<file path="config.mk">
export PLATFORM = sky130hd
export DESIGN_NAME = pe_alu_xbar
export DESIGN_NICKNAME = d
export VERILOG_FILES = /design/src/rtl/pe_alu_xbar_pkg.sv /design/src/rtl/pe_alu.sv /design/src/rtl/pe_alu_xbar.sv
export SDC_FILE = /design/constraint.sdc
export NUM_CORES = 1
export LEC_CHECK = 0
export CAP_MARGIN = 0
export CORE_ASPECT_RATIO = 1.5
export CORE_MARGIN = 2
export CORE_UTILIZATION = 40
export CTS_BUF_LIST = sky130_fd_sc_hd__clkbuf_8
export CTS_CLUSTER_DIAMETER = 60
export DETAILED_ROUTE_END_ITERATION = 8
export SLEW_MARGIN = 10
export SYNTH_ARGS = -nofsm -noshare
export SYNTH_HDL_FRONTEND = slang
export SYNTH_SLANG_ARGS = --single-unit
</file>
<file path="constraint.sdc">
create_clock -name clk -period 11.4 [get_ports clk]
set_input_delay 2.28 -clock clk [delete_from_list [all_inputs] [get_ports clk]]
set_output_delay 2.28 -clock clk [all_outputs]
set_load 0.005 [all_outputs]
</file>
<file path="src/rtl/pe_alu_xbar_pkg.sv">
// Shared types and field layout for the PE slice: ALU op encoding, config-chain bit map,
// input-crossbar source encoding.
package pe_alu_xbar_pkg;

  localparam int CFG_W    = 13;
  localparam int OP_W     = 4;
  localparam int OP_LSB   = 9;
  localparam int OSEL_BIT = 8;
  localparam int XSEL_W   = 2;
  localparam int XBAR_N   = 4;
  localparam int XSEL_LSB [XBAR_N] = '{0, 2, 4, 6};

  typedef enum logic [XSEL_W-1:0] {
    SRC_IN0 = 2'd0,
    SRC_IN1 = 2'd1,
    SRC_ALU = 2'd2,
    SRC_BYP = 2'd3
  } src_sel_e;

  typedef enum logic [OP_W-1:0] {
    OP_ADD   = 4'd0,
    OP_SUB   = 4'd1,
    OP_MUL   = 4'd2,
    OP_AND   = 4'd3,
    OP_OR    = 4'd4,
    OP_XOR   = 4'd5,
    OP_SHL   = 4'd6,
    OP_SHR   = 4'd7,
    OP_ASHR  = 4'd8,
    OP_EQ    = 4'd9,
    OP_LT    = 4'd10,
    OP_LTU   = 4'd11,
    OP_MIN   = 4'd12,
    OP_MAX   = 4'd13,
    OP_PASSA = 4'd14,
    OP_PASSB = 4'd15
  } alu_op_e;

endpackage

</file>
<file path="src/rtl/pe_alu.sv">
// Combinational two-operand ALU; op 2 multiplies only when PE_ALU_MUL_EN is defined, else yields 0.
// Zero latency (parent registers the result); no backpressure.
module pe_alu
  import pe_alu_xbar_pkg::*;
#(
  parameter int WIDTH = 32
) (
  input  alu_op_e          op,
  input  logic [WIDTH-1:0] a,
  input  logic [WIDTH-1:0] b,
  output logic [WIDTH-1:0] r
);

  localparam int SH_W = $clog2(WIDTH);

  logic [SH_W-1:0] sh;
  assign sh = b[SH_W-1:0];

  always_comb begin
    r = '0;
    case (op)
      OP_ADD:   r = a + b;
      OP_SUB:   r = a - b;
`ifdef PE_ALU_MUL_EN
      OP_MUL:   r = a * b;
`else
      OP_MUL:   r = '0;
`endif
      OP_AND:   r = a & b;
      OP_OR:    r = a | b;
      OP_XOR:   r = a ^ b;
      OP_SHL:   r = a << sh;
      OP_SHR:   r = a >> sh;
      OP_ASHR:  r = $signed(a) >>> sh;
      OP_EQ:    r = WIDTH'(a == b);
      OP_LT:    r = WIDTH'($signed(a) < $signed(b));
      OP_LTU:   r = WIDTH'(a < b);
      OP_MIN:   r = ($signed(a) < $signed(b)) ? a : b;
      OP_MAX:   r = ($signed(a) > $signed(b)) ? a : b;
      OP_PASSA: r = a;
      OP_PASSB: r = b;
      default:  r = '0;
    endcase
  end

endmodule

</file>
<file path="src/rtl/pe_alu_xbar.sv">
// CGRA PE slice: 4x4 input crossbar, registered ALU, 2x1 output crossbar, 13-bit config scan chain (MUL gated by PE_ALU_MUL_EN).
// ALU path 1 clk, bypass path 0 clk; no backpressure, the chain shifts whenever config_en is high.
module pe_alu_xbar
  import pe_alu_xbar_pkg::*;
#(
  parameter int WIDTH = 32
) (
  input  logic             clk,
  input  logic             reset,
  input  logic             config_en,
  input  logic             config_in,
  output logic             config_out,
  input  logic [WIDTH-1:0] in0,
  input  logic [WIDTH-1:0] in1,
  output logic [WIDTH-1:0] out0,
  output logic [WIDTH-1:0] byp0,
  output logic [WIDTH-1:0] byp1
);

  logic [CFG_W-1:0] cfg_q, cfg_d;
  logic [WIDTH-1:0] alu_q, alu_d;
  logic [WIDTH-1:0] byp_hold_q, byp_hold_d;
  logic [WIDTH-1:0] xbar [XBAR_N];
  alu_op_e          op;

  assign op = alu_op_e'(cfg_q[OP_LSB +: OP_W]);

  always_comb begin
    cfg_d = cfg_q;
    if (config_en) cfg_d = {cfg_q[CFG_W-2:0], config_in};
  end

  // Feedback sources come only from flops, so no config can close a combinational loop.
  always_comb begin
    for (int k = 0; k < XBAR_N; k++) begin
      xbar[k] = '0;
      case (src_sel_e'(cfg_q[XSEL_LSB[k] +: XSEL_W]))
        SRC_IN0: xbar[k] = in0;
        SRC_IN1: xbar[k] = in1;
        SRC_ALU: xbar[k] = alu_q;
        SRC_BYP: xbar[k] = byp_hold_q;
        default: xbar[k] = '0;
      endcase
    end
  end

  pe_alu #(.WIDTH(WIDTH)) u_alu (
    .op (op),
    .a  (xbar[0]),
    .b  (xbar[1]),
    .r  (alu_d)
  );

  assign byp_hold_d = xbar[2];

  always_ff @(posedge clk or negedge reset) begin
    if (!reset) begin
      cfg_q      <= '0;
      alu_q      <= '0;
      byp_hold_q <= '0;
    end else begin
      cfg_q      <= cfg_d;
      alu_q      <= alu_d;
      byp_hold_q <= byp_hold_d;
    end
  end

  assign config_out = cfg_q[CFG_W-1];
  assign out0       = cfg_q[OSEL_BIT] ? xbar[2] : alu_q;
  assign byp0       = xbar[2];
  assign byp1       = xbar[3];

endmodule

</file>
## Yosys cells after proc, flatten, opt, wreduce, memory -nomap -nowiden

Cells that the tools add are included.

- Bits in read-only memories: 0
- Output and inout bits: 97
- Bits in writable memories: 0
- Bits in registers: 77
- Bits of input ports: 68
- Bits in latches: 0
- Memories: 0
- Word-level logic and storage cells: 55

- Mux-type cells: 8
- Bitwise gates (word level): 3
- Equality and inequality tests: 28
- Divide/modulo/power cells: 0
- $add $sub $neg: 2
- Shift-type cells: 3
- Reduce and logical (&&, ||, !) cells: 5
- $lt $le $gt $ge: 3
- Multiply operators: 0

Operator list:

| cell | number |
|---|---|
| 32-bit one-hot mux with 16 select lines | 1 |
| 32-bit one-hot mux with 4 select lines | 4 |
| 32-bit 2-to-1 mux | 3 |
| 32-bit less-than comparator | 2 |
| 32-bit adder | 1 |
| 32-bit bitwise AND | 1 |
| 32-bit equality test | 1 |
| 4-bit equality test, second input constant | 8 |
| 32-bit > comparator | 1 |
| 32-bit OR | 1 |
| 32-bit by 5-bit << shifter with 32-bit output | 1 |
| 32-bit by 5-bit >> shifter with 32-bit output | 1 |
| 32-bit by 5-bit >>> shifter with 32-bit output | 1 |
| 32-bit subtractor | 1 |
| 32-bit XOR | 1 |
| 2-bit equality test, second input constant | 8 |
| 4-bit by 3-bit equality test with 1-bit output, second input constant | 4 |
| 2-bit by 1-bit equality test with 1-bit output, second input constant | 4 |
| 4-bit by 2-bit equality test with 1-bit output, second input constant | 2 |
| 2-bit zero test | 4 |
| 4-bit by 1-bit equality test with 1-bit output, second input constant | 1 |
| 4-bit zero test | 1 |

## Depth between registers and ports, before layout

- Word-level depth: 5
- Depth in mapped cells: 20
- Gate-level depth less buffers: 14

## Cells and area by module

A second synthesis with hierarchy kept.

- Cells, all modules: 1,893
- Area total of the unflattened synthesis: 16,121.7 um^2

By module, submodules not included:

| module | seq. area each (um^2) | instances | area each (um^2) | cells an instance |
|---|---|---|---|---|
| pe_alu | 0.0 | 1 | 9,479.1 | 1,387 |
| pe_alu_xbar | 1,926.8 | 1 | 6,642.6 | 506 |

## Worst setup path after synthesis

No wires, ideal clock.

- Kind: input port to flip-flop
- Start: in in1[0]
- End: reg alu_q[30]
- Stages on the path: 17
- Path buffers: 4
- Data arrival time: 6,330 ps
- Setup slack: 4,927 ps
- Required time: 11,257 ps
- Library setup time: 143 ps
- Path through: mux4_2 buf_6 buf_2 buf_2 buf_2 ha_1 inv_1 fa_1 nor2b_1 o31ai_1 a211oi_1 o311a_1 o31a_2 a22o_2 a221o_1 o31ai_1 a32oi_1

- Longest elaborated chain between the ends: 4
- Elaborated cells between the ends (all ways): 12
- Those cells by class: add/sub: 2; order compare: 2; shift: 3; mux: 5

RTL lines:

| item | RTL line | RTL |
|---|---|---|
| from (decl) | pe_alu_xbar.sv:14 | `input logic [WIDTH-1:0] in1,` |
| 32-bit one-hot mux with 4 select lines | pe_alu_xbar.sv:37 | `case (src_sel_e'(cfg_q[XSEL_LSB[k] +: XSEL_W]))` |
| 32-bit > comparator / 32-bit less-than comparator (equally long branches) | pe_alu.sv:39, pe_alu.sv:38 |  |
| 32-bit 2-to-1 mux (on tied branches) | pe_alu.sv:39, pe_alu.sv:38 |  |
| 32-bit one-hot mux with 16 select lines (*) | pe_alu.sv:21 | `case (op)` |
| net alu_d[30] | pe_alu_xbar.sv:21 | `logic [WIDTH-1:0] alu_q, alu_d;` |
| to (signal assigned) | pe_alu_xbar.sv:63 | `alu_q <= alu_d;` |
| to (decl) | pe_alu_xbar.sv:21 |  |

Mark *: on every way through the listed nets, which the timed path passes. The rest lies on a longest branch.
A chain may end at the register's enable or synchronous reset.

## Worst setup path in the final report

- Start: in in0[0]
- End: reg alu_q[5]

- Longest elaborated chain between the ends: 4
- Elaborated cells between the ends (all ways): 12
- Those cells by class: add/sub: 2; order compare: 2; shift: 3; mux: 5

RTL lines:

| item | RTL line | RTL |
|---|---|---|
| from (decl) | pe_alu_xbar.sv:13 | `input logic [WIDTH-1:0] in0,` |
| 32-bit one-hot mux with 4 select lines | pe_alu_xbar.sv:37 |  |
| 32-bit > comparator / 32-bit less-than comparator (equally long branches) | pe_alu.sv:39, pe_alu.sv:38 |  |
| 32-bit 2-to-1 mux (on tied branches) | pe_alu.sv:39, pe_alu.sv:38 |  |
| 32-bit one-hot mux with 16 select lines (*) | pe_alu.sv:21 |  |
| net alu_d[5] | pe_alu_xbar.sv:21 |  |

Marks and branches as above.

==> results.toml <==
[floorplanning]
die_h_um = 242
die_x_um = 163
initial_core_util_pct = 40.5
core_area_sq_um = 37400
dieArea_sq_um = 39500
pin_count = 165
rows = 87

[layout]
stdcell_count = 2299
nets = 1970
layout_commonest_cell = "clkdlybuf4s50_1"
drive_above_1_share_pct = 15.7
final_cell_mix = "clkdlybuf4s50_1, nor2_1, nand2_1, mux2i_1, a21oi_1"
syn_to_final_growth_pct = 13.1
final_core_util_pct = 45.8
final_area_sq_um = 17200

[setup_path]
path_max_fanout = 30
r2r.worst_path.cells = 13
critPathTopFamily = "compound AO/OA/AOI/OAI gates"
cp.depth = 13
critical_path_required_ps = 11770
critPathArrivalTime_ps = 7530
crit_path_end_kind = "register"
endpoint = "alu_q[5]"
max_stage_delay_ps = 1050
crit_chain = "clkdlybuf4s50_1, mux4_4, ha_1, inv_1, fa_1, nor2b_1, o31ai_1, a211oi_1, o311ai_1, a211o_2, a311oi_4, a221oi_1, a32oi_1"
cp-startpoint = "in0[0]"
critPathKind = "primary input to register"
reg2reg_slack_ps = 5290
r2r_start = "cfg_q[3]"
cp_num_buf_inv = 2
timing.rr.end = "alu_q[5]"
cp-start-kind = "primary input"
critPathSlowestCell = "a311oi_4"

[grt]
grt_max_degree = 62
grt_pass1_wl_um = 102000
groute.usage.overall_pct = 34.3
gr-total-overflow = 0
first_global_vias = 15500
antenna_found_initial = 1

[synth]
synthXorXnorAreaFrac_pct = 1.27
syn-num-nets = 1913
synth_cell_type_count = 85
synth_top_family_by_area = "multiplexers"
yosys_register_bits = 77
ys_warn_count = 0
synth_mux_area_share_pct = 33.6
synth_edf_count = 0
async_flop_share_pct = 100
synth.avg_cell_area_sq_um = 8.68
synthSimpleGateAreaFrac_pct = 12.7
synth-compound-area-share_pct = 23.5
ys_seq_area_share_pct = 12.7
synthAdderAreaFrac_pct = 8.27
synthFlopType = "dfrtp_1"
postSynthCellCount = 1746
netlist_area_sq_um = 15200

[routing]
drtPass1Iterations = 8
wl_per_cell_um = 29.8
initialDrtViolationCount = 2014
drcViolationCount = 0
antenna_left = 0
drt_wl_total_um = 68600
via_per_inst = 6.91
vias = 15900

[clock_tree]
path_clk_slew_ps = 130
cts_tree = "yes"
holdBufCountCts = 0
clock-sinks = 77
post_cts_resized = 0
clockBufferDepth = 2
clk_latency_ps = 450
htreeDepth = 3
numCtsBuffers = 9
cts_setup_buffers = 0
root_buffer = "clkbuf_8"

[sta]
rsz0062_at_grt = "false"
slew_viol_final = 0
fin_skew_ps = 27.9
tns_ps = 0
period_share_pct = 62.8
worst_pin_slew_ps = 1200
max_slew_margin_pct = 19.8
setup_viol = 0
fin_crit_ps = 7160
hold_viol = 0
timing.fmax_mhz = 140

[job]
drv_cap = 0

[place]
portBuffers = 164
hpwl_um = 51800
dpl_cell_area_sq_um = 16900
place_congestion = 0.993
placed_cells = 2281

[run_status]
status = "finished, final reports clean"

[min_path]
hold_class = "register to register"
==> registers in the layout, indices dropped and copies added, names as in the netlist <==
register / cells
cfg_q: 13
alu_q: 32
byp_hold_q: 32
==> cell usage after synthesis (4+ instances only) <==
cell	count	area (sq um)
and3_1	10	62.6
nor3_1	29	145
o211ai_1	35	263
a31oi_1	14	87.6
xnor2_1	18	158
buf_6	5	56.3
nor2_1	157	589
mux2i_1	129	1290
nor2b_1	12	75.1
o31ai_1	14	105
o22ai_1	13	81.3
a221oi_1	36	315
a32oi_1	8	70.1
or3_1	11	68.8
a211o_1	7	61.3
inv_1	100	375
ha_1	97	1210
a22oi_1	28	210
buf_4	5	37.5
nand3_1	26	130
buf_1	17	63.8
buf_2	15	75.1
a21oi_1	126	631
o221ai_1	11	96.3
nand2b_1	12	75.1
o32a_1	5	50.1
o21ai_0	99	495
clkbuf_8	9	124
a21o_1	15	113
nand2_1	134	503
nor4_1	11	68.8
mux2_2	72	811
mux4_2	121	2730
or4_1	6	45.0
a221o_1	11	110
a2111oi_0	10	87.6
xor2_1	4	35.0
a211oi_1	33	248
mux2_4	4	60.1
dfrtp_1	77	1930
clkbuf_1	101	379
o21bai_1	14	105
mux4_1	8	210
o21ai_1	4	20.0
==> per-stage QoR <==
| stage | setup WS [ps] | hold WS (ps) |
|---|---|---|
| 2_1_floorplan | 4930 | 635 |
| 3_3_place_gp | 4030 | 645 |
| 3_5_place_dp | 3920 | 657 |
| 4_1_cts | 4360 | 691 |
| 5_1_grt | 4030 | 713 |
| 6_report | 4240 | 691 |
==> metal layers <==
metal  global-route usage (%)  vias up  wire [um]
li1                         -     6839          -
met1                     44.3     7891      26700
met2                     56.2      967      32900
met3                     5.34      198       5590
met4                     15.6        0       3460
met5                        0        -          0
==> final cells by class <==
class | instances | area, sq um
fill | 3774 | 20300
multi-input combinational | 1410 | 12100
sequential | 77 | 1930
timing repair buffer | 202 | 1920
tap | 489 | 612
inverter | 103 | 387
clock buffer | 9 | 124
clock inverter | 7 | 81.3
antenna | 2 | 5.00
==> worst min-delay path by stage <==
stage | start | to | slack (ps) | depth (start not counted)
floorplan | byp_hold_q[11] | byp_hold_q[11] | 640 | 1
global placement | byp_hold_q[9] | byp_hold_q[9] | 650 | 1
detailed placement | byp_hold_q[9] | byp_hold_q[9] | 660 | 1
CTS | byp_hold_q[30] | byp_hold_q[30] | 690 | 1
global route | byp_hold_q[20] | byp_hold_q[20] | 710 | 1
finish | byp_hold_q[28] | byp_hold_q[28] | 690 | 1
==> kinds of logic after synthesis <==
group           Yosys count
fa+ha+maj                99
simple gates            429
mux                     334
buf+inv                 259
compound gates          526
flops                    77
xor+xnor                 22
Power is left out: the tool's default activity adds up to more than one toggle a clock period on the data nets, which glitch-free logic cannot reach.
